$ cat config.mk
export PLATFORM = sky130hd
export DESIGN_NAME = simon_player_input_flat
export DESIGN_NICKNAME = d
export VERILOG_FILES = /design/src/rtl/simon_pkg.sv /design/src/rtl/simon_player_input_if.sv /design/src/rtl/simon_player_input_button_debouncer.sv /design/src/rtl/simon_player_input.sv /design/src/flat_wrapper.sv
export SDC_FILE = /design/constraint.sdc
export NUM_CORES = 1
export LEC_CHECK = 0
export CORE_UTILIZATION = 48
export CTS_CLUSTER_SIZE = 8
export DETAILED_ROUTE_END_ITERATION = 12
export GPL_TIMING_DRIVEN = 0
export PLACE_DENSITY = 0.78
export SLEW_MARGIN = 20
export SYNTH_ARGS = -nofsm -noshare
export SYNTH_HDL_FRONTEND = slang
export SYNTH_HIERARCHICAL = 1
export SYNTH_SLANG_ARGS = --single-unit
$ cat constraint.sdc
create_clock -name clk -period 1.2 [get_ports clk]
set_input_delay 0.24 -clock clk [delete_from_list [all_inputs] [get_ports clk]]
set_output_delay 0.24 -clock clk [all_outputs]
set_load 0.05 [all_outputs]
$ cat src/rtl/simon_pkg.sv
// rtl/simon_pkg.sv - shared types and helpers for the Simon player input path
package simon_pkg;

  localparam int NUM_BTNS = 4;

  typedef logic [1:0] colour_t;

  typedef enum logic [1:0] {
    LOCKED,
    WAIT_RELEASE,
    ARMED,
    FIRE
  } player_state_t;

  function automatic colour_t onehot_to_idx(input logic [NUM_BTNS-1:0] v);
    colour_t idx;
    idx = '0;
    for (int i = 0; i < NUM_BTNS; i++) begin
      if (v[i]) idx = colour_t'(i);
    end
    return idx;
  endfunction

  function automatic logic is_single(input logic [NUM_BTNS-1:0] v);
    return (v != '0) && ((v & (v - NUM_BTNS'(1))) == '0);
  endfunction

endpackage

$ cat src/rtl/simon_player_input_if.sv
// rtl/simon_player_input_if.sv - button inputs, lock inputs and press stream outputs
interface simon_player_input_if;
  import simon_pkg::*;

  logic [NUM_BTNS-1:0] btn;
  logic                simonTurn;
  logic                gameOver;
  colour_t             playerNum;
  logic                playerPressed;
  logic                invalidPress;
  logic [NUM_BTNS-1:0] echoLed;

  modport master (
    input  btn, simonTurn, gameOver,
    output playerNum, playerPressed, invalidPress, echoLed
  );

  modport slave (
    output btn, simonTurn, gameOver,
    input  playerNum, playerPressed, invalidPress, echoLed
  );

endinterface

$ cat src/rtl/simon_player_input_button_debouncer.sv
// rtl/simon_player_input_button_debouncer.sv - 2-flop synchronizer plus stable-count debouncer for one button
module button_debouncer #(
  parameter int DEBOUNCE_CYCLES = 3
) (
  input  logic clk,
  input  logic reset,
  input  logic raw,
  output logic level
);

  localparam int CW = $clog2(DEBOUNCE_CYCLES + 1);
  localparam logic [CW-1:0] LAST = CW'(DEBOUNCE_CYCLES - 1);

  logic          meta_q;
  logic          sync_q;
  logic [CW-1:0] cnt;

  always_ff @(posedge clk) begin
    if (reset) begin
      meta_q <= 1'b0;
      sync_q <= 1'b0;
      cnt    <= '0;
      level  <= 1'b0;
    end else begin
      meta_q <= raw;
      sync_q <= meta_q;
      if (sync_q == level) begin
        cnt <= '0;
      end else if (cnt == LAST) begin
        level <= sync_q;
        cnt   <= '0;
      end else begin
        cnt <= cnt + CW'(1);
      end
    end
  end

endmodule

$ cat src/rtl/simon_player_input.sv
// rtl/simon_player_input.sv - debounced, locked-out player press encoder for the Simon engine
// Optional LED echo of accepted colour compiled in with SIMON_PLAYER_ECHO_EN.
module simon_player_input
  import simon_pkg::*;
#(
  parameter int DEBOUNCE_CYCLES = 3,
  parameter int ECHO_CYCLES     = 15
) (
  input logic                 clk,
  input logic                 reset,
  simon_player_input_if.master io
);

  logic [NUM_BTNS-1:0] deb;
  logic                lock;
  logic                single;
  logic                multi;
  player_state_t       state;
  player_state_t       state_d;
  logic                fire_d;
  logic                invalid_d;
  logic                load_num;

  for (genvar g = 0; g < NUM_BTNS; g++) begin : g_btn
    button_debouncer #(.DEBOUNCE_CYCLES(DEBOUNCE_CYCLES)) u_deb (
      .clk   (clk),
      .reset (reset),
      .raw   (io.btn[g]),
      .level (deb[g])
    );
  end

  assign lock   = io.simonTurn | io.gameOver;
  assign single = is_single(deb);
  assign multi  = (deb != '0) && !single;

  // After reset the debounced levels read 0 until a held button has had time to
  // re-debounce; release is not trusted before then.
  localparam int SETTLE = DEBOUNCE_CYCLES + 2;
  localparam int SW     = $clog2(SETTLE + 1);
  logic [SW-1:0] settle_cnt;
  logic          settled;

  assign settled = (settle_cnt == SW'(SETTLE));

  always_ff @(posedge clk) begin
    if (reset) settle_cnt <= '0;
    else if (!settled) settle_cnt <= settle_cnt + SW'(1);
  end

  always_ff @(posedge clk) begin
    if (reset) state <= LOCKED;
    else state <= state_d;
  end

  always_comb begin
    state_d = state;
    if (lock) begin
      state_d = LOCKED;
    end else begin
      case (state)
        LOCKED:       state_d = WAIT_RELEASE;
        WAIT_RELEASE: if (settled && deb == '0) state_d = ARMED;
        ARMED: begin
          if (single) state_d = FIRE;
          else if (multi) state_d = WAIT_RELEASE;
        end
        FIRE:         state_d = WAIT_RELEASE;
        default:      state_d = LOCKED;
      endcase
    end
  end

  always_comb begin
    fire_d    = 1'b0;
    invalid_d = 1'b0;
    load_num  = 1'b0;
    if (!lock) begin
      fire_d    = (state == FIRE);
      invalid_d = (state == ARMED) && multi;
      load_num  = (state == ARMED) && single;
    end
  end

  always_ff @(posedge clk) begin
    if (reset) begin
      io.playerNum     <= '0;
      io.playerPressed <= 1'b0;
      io.invalidPress  <= 1'b0;
    end else begin
      io.playerPressed <= fire_d;
      io.invalidPress  <= invalid_d;
      if (load_num) io.playerNum <= onehot_to_idx(deb);
    end
  end

`ifdef SIMON_PLAYER_ECHO_EN
  localparam int EW = $clog2(ECHO_CYCLES + 1);
  logic [EW-1:0]       echo_cnt;
  logic [NUM_BTNS-1:0] echo_q;

  always_ff @(posedge clk) begin
    if (reset) begin
      echo_cnt <= '0;
      echo_q   <= '0;
    end else if (fire_d) begin
      echo_q   <= NUM_BTNS'(1) << io.playerNum;
      echo_cnt <= EW'(ECHO_CYCLES);
    end else if (lock) begin
      echo_q   <= '0;
      echo_cnt <= '0;
    end else if (echo_cnt != '0) begin
      echo_cnt <= echo_cnt - EW'(1);
      if (echo_cnt == EW'(1)) echo_q <= '0;
    end
  end

  assign io.echoLed = echo_q;
`else
  assign io.echoLed = '0;
`endif

endmodule

$ cat src/flat_wrapper.sv
// flat-port wrapper written by rule: the top's interface ports become plain ports
module simon_player_input_flat import simon_pkg::*;
#(
  parameter int DEBOUNCE_CYCLES = 3,
  parameter int ECHO_CYCLES     = 15
)
  (clk, reset, io_btn, io_simonTurn, io_gameOver, io_playerNum, io_playerPressed, io_invalidPress, io_echoLed);
  simon_player_input_if io_i ();
  input logic clk;
  input logic reset;
  input wire logic [$bits(io_i.btn)-1:0] io_btn;
  input wire logic [$bits(io_i.simonTurn)-1:0] io_simonTurn;
  input wire logic [$bits(io_i.gameOver)-1:0] io_gameOver;
  output wire logic [$bits(io_i.playerNum)-1:0] io_playerNum;
  output wire logic [$bits(io_i.playerPressed)-1:0] io_playerPressed;
  output wire logic [$bits(io_i.invalidPress)-1:0] io_invalidPress;
  output wire logic [$bits(io_i.echoLed)-1:0] io_echoLed;
  assign io_i.btn = io_btn;
  assign io_i.simonTurn = io_simonTurn;
  assign io_i.gameOver = io_gameOver;
  assign io_playerNum = io_i.playerNum;
  assign io_playerPressed = io_i.playerPressed;
  assign io_invalidPress = io_i.invalidPress;
  assign io_echoLed = io_i.echoLed;
  simon_player_input #(.DEBOUNCE_CYCLES(DEBOUNCE_CYCLES), .ECHO_CYCLES(ECHO_CYCLES)) u_core (.clk(clk), .reset(reset), .io(io_i));
endmodule
After elaboration in Yosys (flattened, before gate mapping) --
Index checks and enable logic that the tools add are counted.
Storage, ports and cells: bits in registers 29, bits in latches 0, RAM bits 0, ROM bits 0, input port bits 8, output and inout port bits 8, word-level logic and storage cells 76, memories 0
Cells by class: add/sub/neg operators 6, multiply operators 0, divide/modulo/power cells 0, order comparisons 0, equal/unequal tests 14, shift operators 0, mux-type cells 8, bitwise logic cells 6, reductions and logical operators 21
Operators with widths (number):
- $eq 2x2->1 const B | 6
- $reduce_or 3->1 | 4
- $mux 2 | 5
- $reduce_and 2->1 | 5
- $add 2x1->2 const B | 4
- $logic_not 4->1 | 2
- $pmux 2 s3 | 1
- $logic_and 1x1->1 | 5
- $and 4x4->4 | 1
- $eq 1x1->1 | 4
- $not 1->1 | 4
- $reduce_bool 4->1 | 1
- $reduce_or 2->1 | 2
- $sub 4x1->4 const B | 1
- $add 3x1->3 const B | 1
- $eq 3x3->1 const B | 1
- $ne 3x1->1 const B | 1
- $eq 2x1->1 const B | 1
- $logic_not 2->1 | 1
- $mux 1 | 2
- $ne 2x1->1 const B | 1
- $logic_not 1->1 | 1
- $or 1x1->1 | 1

Logic depth before layout (Yosys ltp) --
depth in word-level cells 9, gate-level depth with buffers 5, gate-level depth less buffers 5

Cells and area by module --
Netlist, hierarchy kept.
Modules (own cells, without submodules):
- button_debouncer | instances 4, cells an instance 14, area an instance 163.9 um^2, seq. area each 100.1 um^2
- simon_player_input | instances 1, cells an instance 63, area an instance 570.5 um^2, seq. area each 180.2 um^2

Worst setup path after synthesis --
Ideal clock, no wire load.
path type register to register, start reg u_core.state[0], end reg u_core.io.playerNum[1], library setup time 0.134 ns, arrival time 1.137 ns, required time 1.066 ns, setup slack -0.072 ns, cell stages (with the launch flop) 4, buffers on the path 0, period minus slack after synthesis 1.272 ns, cells stage by stage dfxtp_1 > or4b_1 > nor4_1 > a2111oi_1
Between the ends: longest elaborated chain between the ends 3
Ends and longest elaborated chain:
- start: declaration | line simon_player_input.sv:18 | player_state_t state;
- start signal: assignment | line simon_player_input.sv:53 | else state <= state_d;
- $eq 2x2->1 | line simon_player_input.sv:81 | load_num = (state == ARMED) && single;
- $logic_and 1x1->1 | line simon_player_input.sv:81
- $mux 1 | line simon_player_input.sv:78 | if (!lock) begin
- end signal: assignment | line simon_player_input.sv:93 | if (load_num) io.playerNum <= onehot_to_idx(deb);
- end: declaration | line simon_player_input_if.sv:15 | output playerNum, playerPressed, invalidPress, echoLed
Every way passes these cells. A chain may end at the register's enable or synchronous reset.

Worst setup path after layout --
start reg u_core.g_btn[1].u_deb.level, end reg u_core.io.playerNum[1]
Between the ends: longest elaborated chain between the ends 6, elaborated cells on any way between the ends 7, those cells by class 1 x add/sub; 1 x mux; 1 x bitwise; 4 x reduce/logical
Ends and longest elaborated chain:
- start: declaration | line simon_player_input_button_debouncer.sv:8 | output logic level
- start signal: assignment | line simon_player_input_button_debouncer.sv:30 | level <= sync_q;
- $sub 4x1->4 | line simon_pkg.sv:25 | return (v != '0) && ((v & (v - NUM_BTNS'(1))) == '0);
- $and 4x4->4 | line simon_pkg.sv:25
- $logic_not 4->1 | line simon_pkg.sv:25
- $logic_and 1x1->1 * | line simon_pkg.sv:25
- $logic_and 1x1->1 * | line simon_player_input.sv:81
- $mux 1 * | line simon_player_input.sv:78
Every way passes the cells marked *; elsewhere a longest branch is shown, timed or not.

==> impl_metrics.xml <==
<?xml version="1.0" encoding="UTF-8"?>
<metrics>
  <group name="outcome">
    <metric name="outcome" unit="">finished with violations</metric>
    <metric name="failed_checks" unit="">setup timing</metric>
  </group>
  <group name="placed_design">
    <metric name="post-place-ws" unit="ns">-0.7459</metric>
    <metric name="dpl.cell_count" unit="">161</metric>
    <metric name="finalWeightedCongestion" unit="">0.7806</metric>
    <metric name="place_hpwl" unit="mm">1.210</metric>
    <metric name="port_buffers" unit="">11</metric>
  </group>
  <group name="logic_synthesis">
    <metric name="number_of_instances_in_the_synthesized_netlist" unit="">119</metric>
    <metric name="syn-mean-instance-area" unit="sq um">10.30</metric>
    <metric name="synth_seq_area_share" unit="%">47.35</metric>
    <metric name="synth.ff_latch_count" unit="">29</metric>
    <metric name="netlist-cell-type-count" unit="">26</metric>
    <metric name="syn-cell-area" unit="sq um">1226</metric>
    <metric name="synth_warnings" unit="">6</metric>
  </group>
  <group name="floorplanning">
    <metric name="rows" unit="">17</metric>
    <metric name="die-height" unit="um">52.54</metric>
    <metric name="start_util" unit="%">52.89</metric>
    <metric name="fp.coreArea" unit="sq um">2318</metric>
    <metric name="die-area" unit="sq um">2760</metric>
    <metric name="design.portCount" unit="">16</metric>
    <metric name="floorplan.die.width" unit="um">52.54</metric>
  </group>
  <group name="critical_path">
    <metric name="critical_path.top_delay_family" unit="">compound AO/OA/AOI/OAI gates</metric>
    <metric name="worstSetupPathType" unit="">flop to flop</metric>
    <metric name="critical_path_required" unit="ns">1.40</metric>
    <metric name="worstSetupEndpointType" unit="">flop</metric>
    <metric name="max_stage_delay" unit="ns">0.40</metric>
    <metric name="critical_path.startpoint_type" unit="">flop</metric>
    <metric name="timing.critical_path.arrival" unit="ns">1.51</metric>
    <metric name="worst-path-max-fanout" unit="">8</metric>
    <metric name="critical-path-slowest-cell" unit="">a2111oi_1</metric>
    <metric name="worst_path_cell_trace" unit="">buf_6 -&gt; nor4b_4 -&gt; a211oi_2 -&gt; a2111oi_1</metric>
    <metric name="crit_path_buf_inv_count" unit="">1</metric>
  </group>
  <group name="timing">
    <metric name="timing.fmax" unit="MHz">763.4</metric>
    <metric name="worst-slew-pin-transition" unit="ns">0.5226</metric>
    <metric name="timing.final.crit_share" unit="%">109.2</metric>
    <metric name="max-slew-margin-rel" unit="%">65.16</metric>
    <metric name="worst_slack" unit="ns">-0.1100</metric>
    <metric name="final.setup_skew" unit="ns">0.008797</metric>
    <metric name="final_period_minus_worst_setup_slack" unit="ns">1.310</metric>
    <metric name="setup_failing_eps_final" unit="">3</metric>
    <metric name="grt_setup_unrepaired" unit="">yes</metric>
    <metric name="final_hold_viol_count" unit="">0</metric>
    <metric name="timing.final.max_slew_violations" unit="">0</metric>
  </group>
  <group name="routing">
    <metric name="route.detailed.vias_per_inst" unit="">5.064</metric>
    <metric name="ant_nets" unit="">0</metric>
    <metric name="drt_wl_total" unit="mm">1.966</metric>
    <metric name="detail_route.iter0.violations" unit="">7</metric>
    <metric name="drt-wirelength-per-cell" unit="um">11.43</metric>
    <metric name="remaining_drc_errors" unit="">0</metric>
    <metric name="drt_pass1_iterations" unit="">5</metric>
    <metric name="dr_total_vias" unit="">871</metric>
  </group>
  <group name="cts">
    <metric name="htreeDepth" unit="">2</metric>
    <metric name="clk_pin_slew" unit="ns">0.09</metric>
    <metric name="cts-root-to-sink-buffers" unit="">2</metric>
    <metric name="insertion_delay" unit="ns">0.32</metric>
    <metric name="clockRootBuffer" unit="">clkbuf_4</metric>
    <metric name="num_cts_buffers" unit="">5</metric>
    <metric name="tritoncts_clock_tree" unit="">done</metric>
    <metric name="cts_num_sinks" unit="">29</metric>
  </group>
  <group name="layout">
    <metric name="layout.cells.most_common" unit="">dfxtp_1</metric>
    <metric name="multi_input_comb_area" unit="sq um">650.6</metric>
    <metric name="areaGrowthSynthToFinish" unit="%">25.61</metric>
    <metric name="final_cell_mix" unit="">dfxtp_1 (21), nor2_1 (12), nor2b_1 (9), nor4_1 (9), buf_4 (9)</metric>
    <metric name="finalNetCount" unit="">157</metric>
    <metric name="insertedDiodeCount" unit="">0</metric>
    <metric name="drive_above_1_share" unit="%">30.56</metric>
    <metric name="fillerInstances" unit="">195</metric>
    <metric name="layout.cells.non_filler" unit="">172</metric>
    <metric name="layout.area.seq" unit="sq um">598.1</metric>
  </group>
  <group name="power">
    <metric name="power-per-cell-area" unit="nW/um^2">1087</metric>
    <metric name="power.static_leakage" unit="nW">0.5673</metric>
    <metric name="ir_worst_vdd" unit="mV">0.7204</metric>
  </group>
  <group name="grt">
    <metric name="antenna_found_initial" unit="">0</metric>
    <metric name="grt_pass1_wl" unit="mm">3.132</metric>
    <metric name="via_count_of_the_first_global_routing_pass" unit="">771</metric>
    <metric name="maximum_number_of_pins_on_one_net_before_global_route_repair" unit="">27</metric>
    <metric name="grt.overflow.total" unit="">0</metric>
    <metric name="track_usage" unit="%">16.01</metric>
  </group>
  <group name="flow_run">
    <metric name="cap_viol_max_count" unit="">0</metric>
  </group>
  <group name="hold_path">
    <metric name="hold_class" unit="">primary input to flop</metric>
  </group>
</metrics>
-- metal layers --
| metal | vias to the layer above | GRT usage (%) | routed length [um] |
|---|---|---|---|
| met5 | - | 0 | 0 |
| met4 | 0 | 7.895 | 40 |
| met3 | 6 | 6.957 | 99 |
| met2 | 20 | 24.47 | 914 |
| met1 | 393 | 18.93 | 912 |
| li1 | 452 | - | - |
-- power breakdown --
group	switching [mW]	internal [mW]	total (mW)
Sequential	0.0209	0.987	1.01
Clock	0.298	0.233	0.530
Combinational	0.0741	0.0627	0.137
Total	0.392	1.28	1.67
-- through the flow --
| stage | total power [mW] | cell area [sq um] | util, % | hold WS (ns) | setup TNS (ns) |
|---|---|---|---|---|---|
| final | 1.675 | 1540 | 66.43 | 0.4085 | -0.1821 |
| after global routing | 1.777 | 1540 | 66.43 | 0.4277 | -0.5018 |
| after CTS | 1.695 | 1484 | 64.00 | 0.3872 | -0.3734 |
| after detailed placement | 1.159 | 1398 | 60.28 | 0.4127 | -13.42 |
| after global placement | 1.153 | 1398 | 60.28 | 0.4070 | -12.57 |
| after floorplan | 1.113 | 1252 | - | 0.3116 | -0.06353 |
-- worst min-delay path: stages --
cell,delay [ns]
dlygate4sd2_1,0.27
nor3_2,0.09
nand2_1,0.06
nor3_1,0.04
-- sequential cells by signal (all words and copies together), names as in the netlist --
name and count:
u_core/g_btn.u_deb/cnt 8, u_core/g_btn.u_deb/level 4, u_core/g_btn.u_deb/meta_q 4, u_core/g_btn.u_deb/sync_q 4, u_core/io.invalidPress 1, u_core/io.playerNum 2
u_core/io.playerPressed 1, u_core/settle_cnt 3, u_core/state 2
-- cell families (layout without fill, tap and decap cells) --
logic type	count (synthesis)	count (layout)	synth area share, %
adders and majority gates	8	8	7.755
AOI/OAI and AO/OA	6	6	4.184
xor gates and xnor gates	8	8	5.715
muxes	4	4	3.265
other	1	4	0.3058
and+or+nand+nor	48	48	23.78
buffers and inverters	15	37	7.653
DFF	29	29	47.35
-- Yosys cell counts --
cell,n,area [sq um]
mux2i_1,4,40.04
a2111oi_1,2,20.02
a211oi_1,3,22.52
or4b_1,1,10.01
nor4b_4,1,23.77
nand2b_1,1,6.260
nor2_1,12,45.04
maj3_1,2,20.02
o31a_1,1,8.760
conb_1,1,3.750
nand2_1,3,11.26
nor4_1,11,68.82
dfxtp_1,29,580.6
and3_1,1,6.260
nor4b_2,1,15.01
buf_4,6,45.04
xor2_1,1,8.760
buf_6,2,22.52
nor4b_1,1,8.760
xnor2_1,7,61.31
nor3_1,5,25.02
or3_1,1,6.260
nor2b_1,9,56.30
ha_1,6,75.07
nand4b_1,1,8.760
inv_1,7,26.28
-- cell type report --
class                   instances  area share (%)
multi-input cells              78           42.24
repair buffers                 17           9.098
inverters                       7           1.706
clock buffers                   8           3.168
well taps                      28           2.275
plain buffers                   5           2.681
flip-flops and latches         29           38.83
-- worst paths after layout --
check	start	slack, ns	depth (start not counted)	endpoint
worst min register to register	u_core/g_btn[3].u_deb/cnt[0]	0.42	1	u_core/g_btn[3].u_deb/cnt[0]
worst min-delay path	io_simonTurn	0.41	4	u_core/io.invalidPress
worst max-delay path	u_core/g_btn[1].u_deb/level	-0.11	4	u_core/io.playerNum[1]
worst max register to register	u_core/g_btn[1].u_deb/level	-0.11	4	u_core/io.playerNum[1]
-- what timing repair did --
item,CTS,global route
endpoints found under the setup margin,27,5
pin swaps,4,7
hold endpoints to repair,0,0
resized for setup,34,20
hold buffers,0,0
setup buffers,1,5
Note: power is estimated with default switching activity, not from simulation.
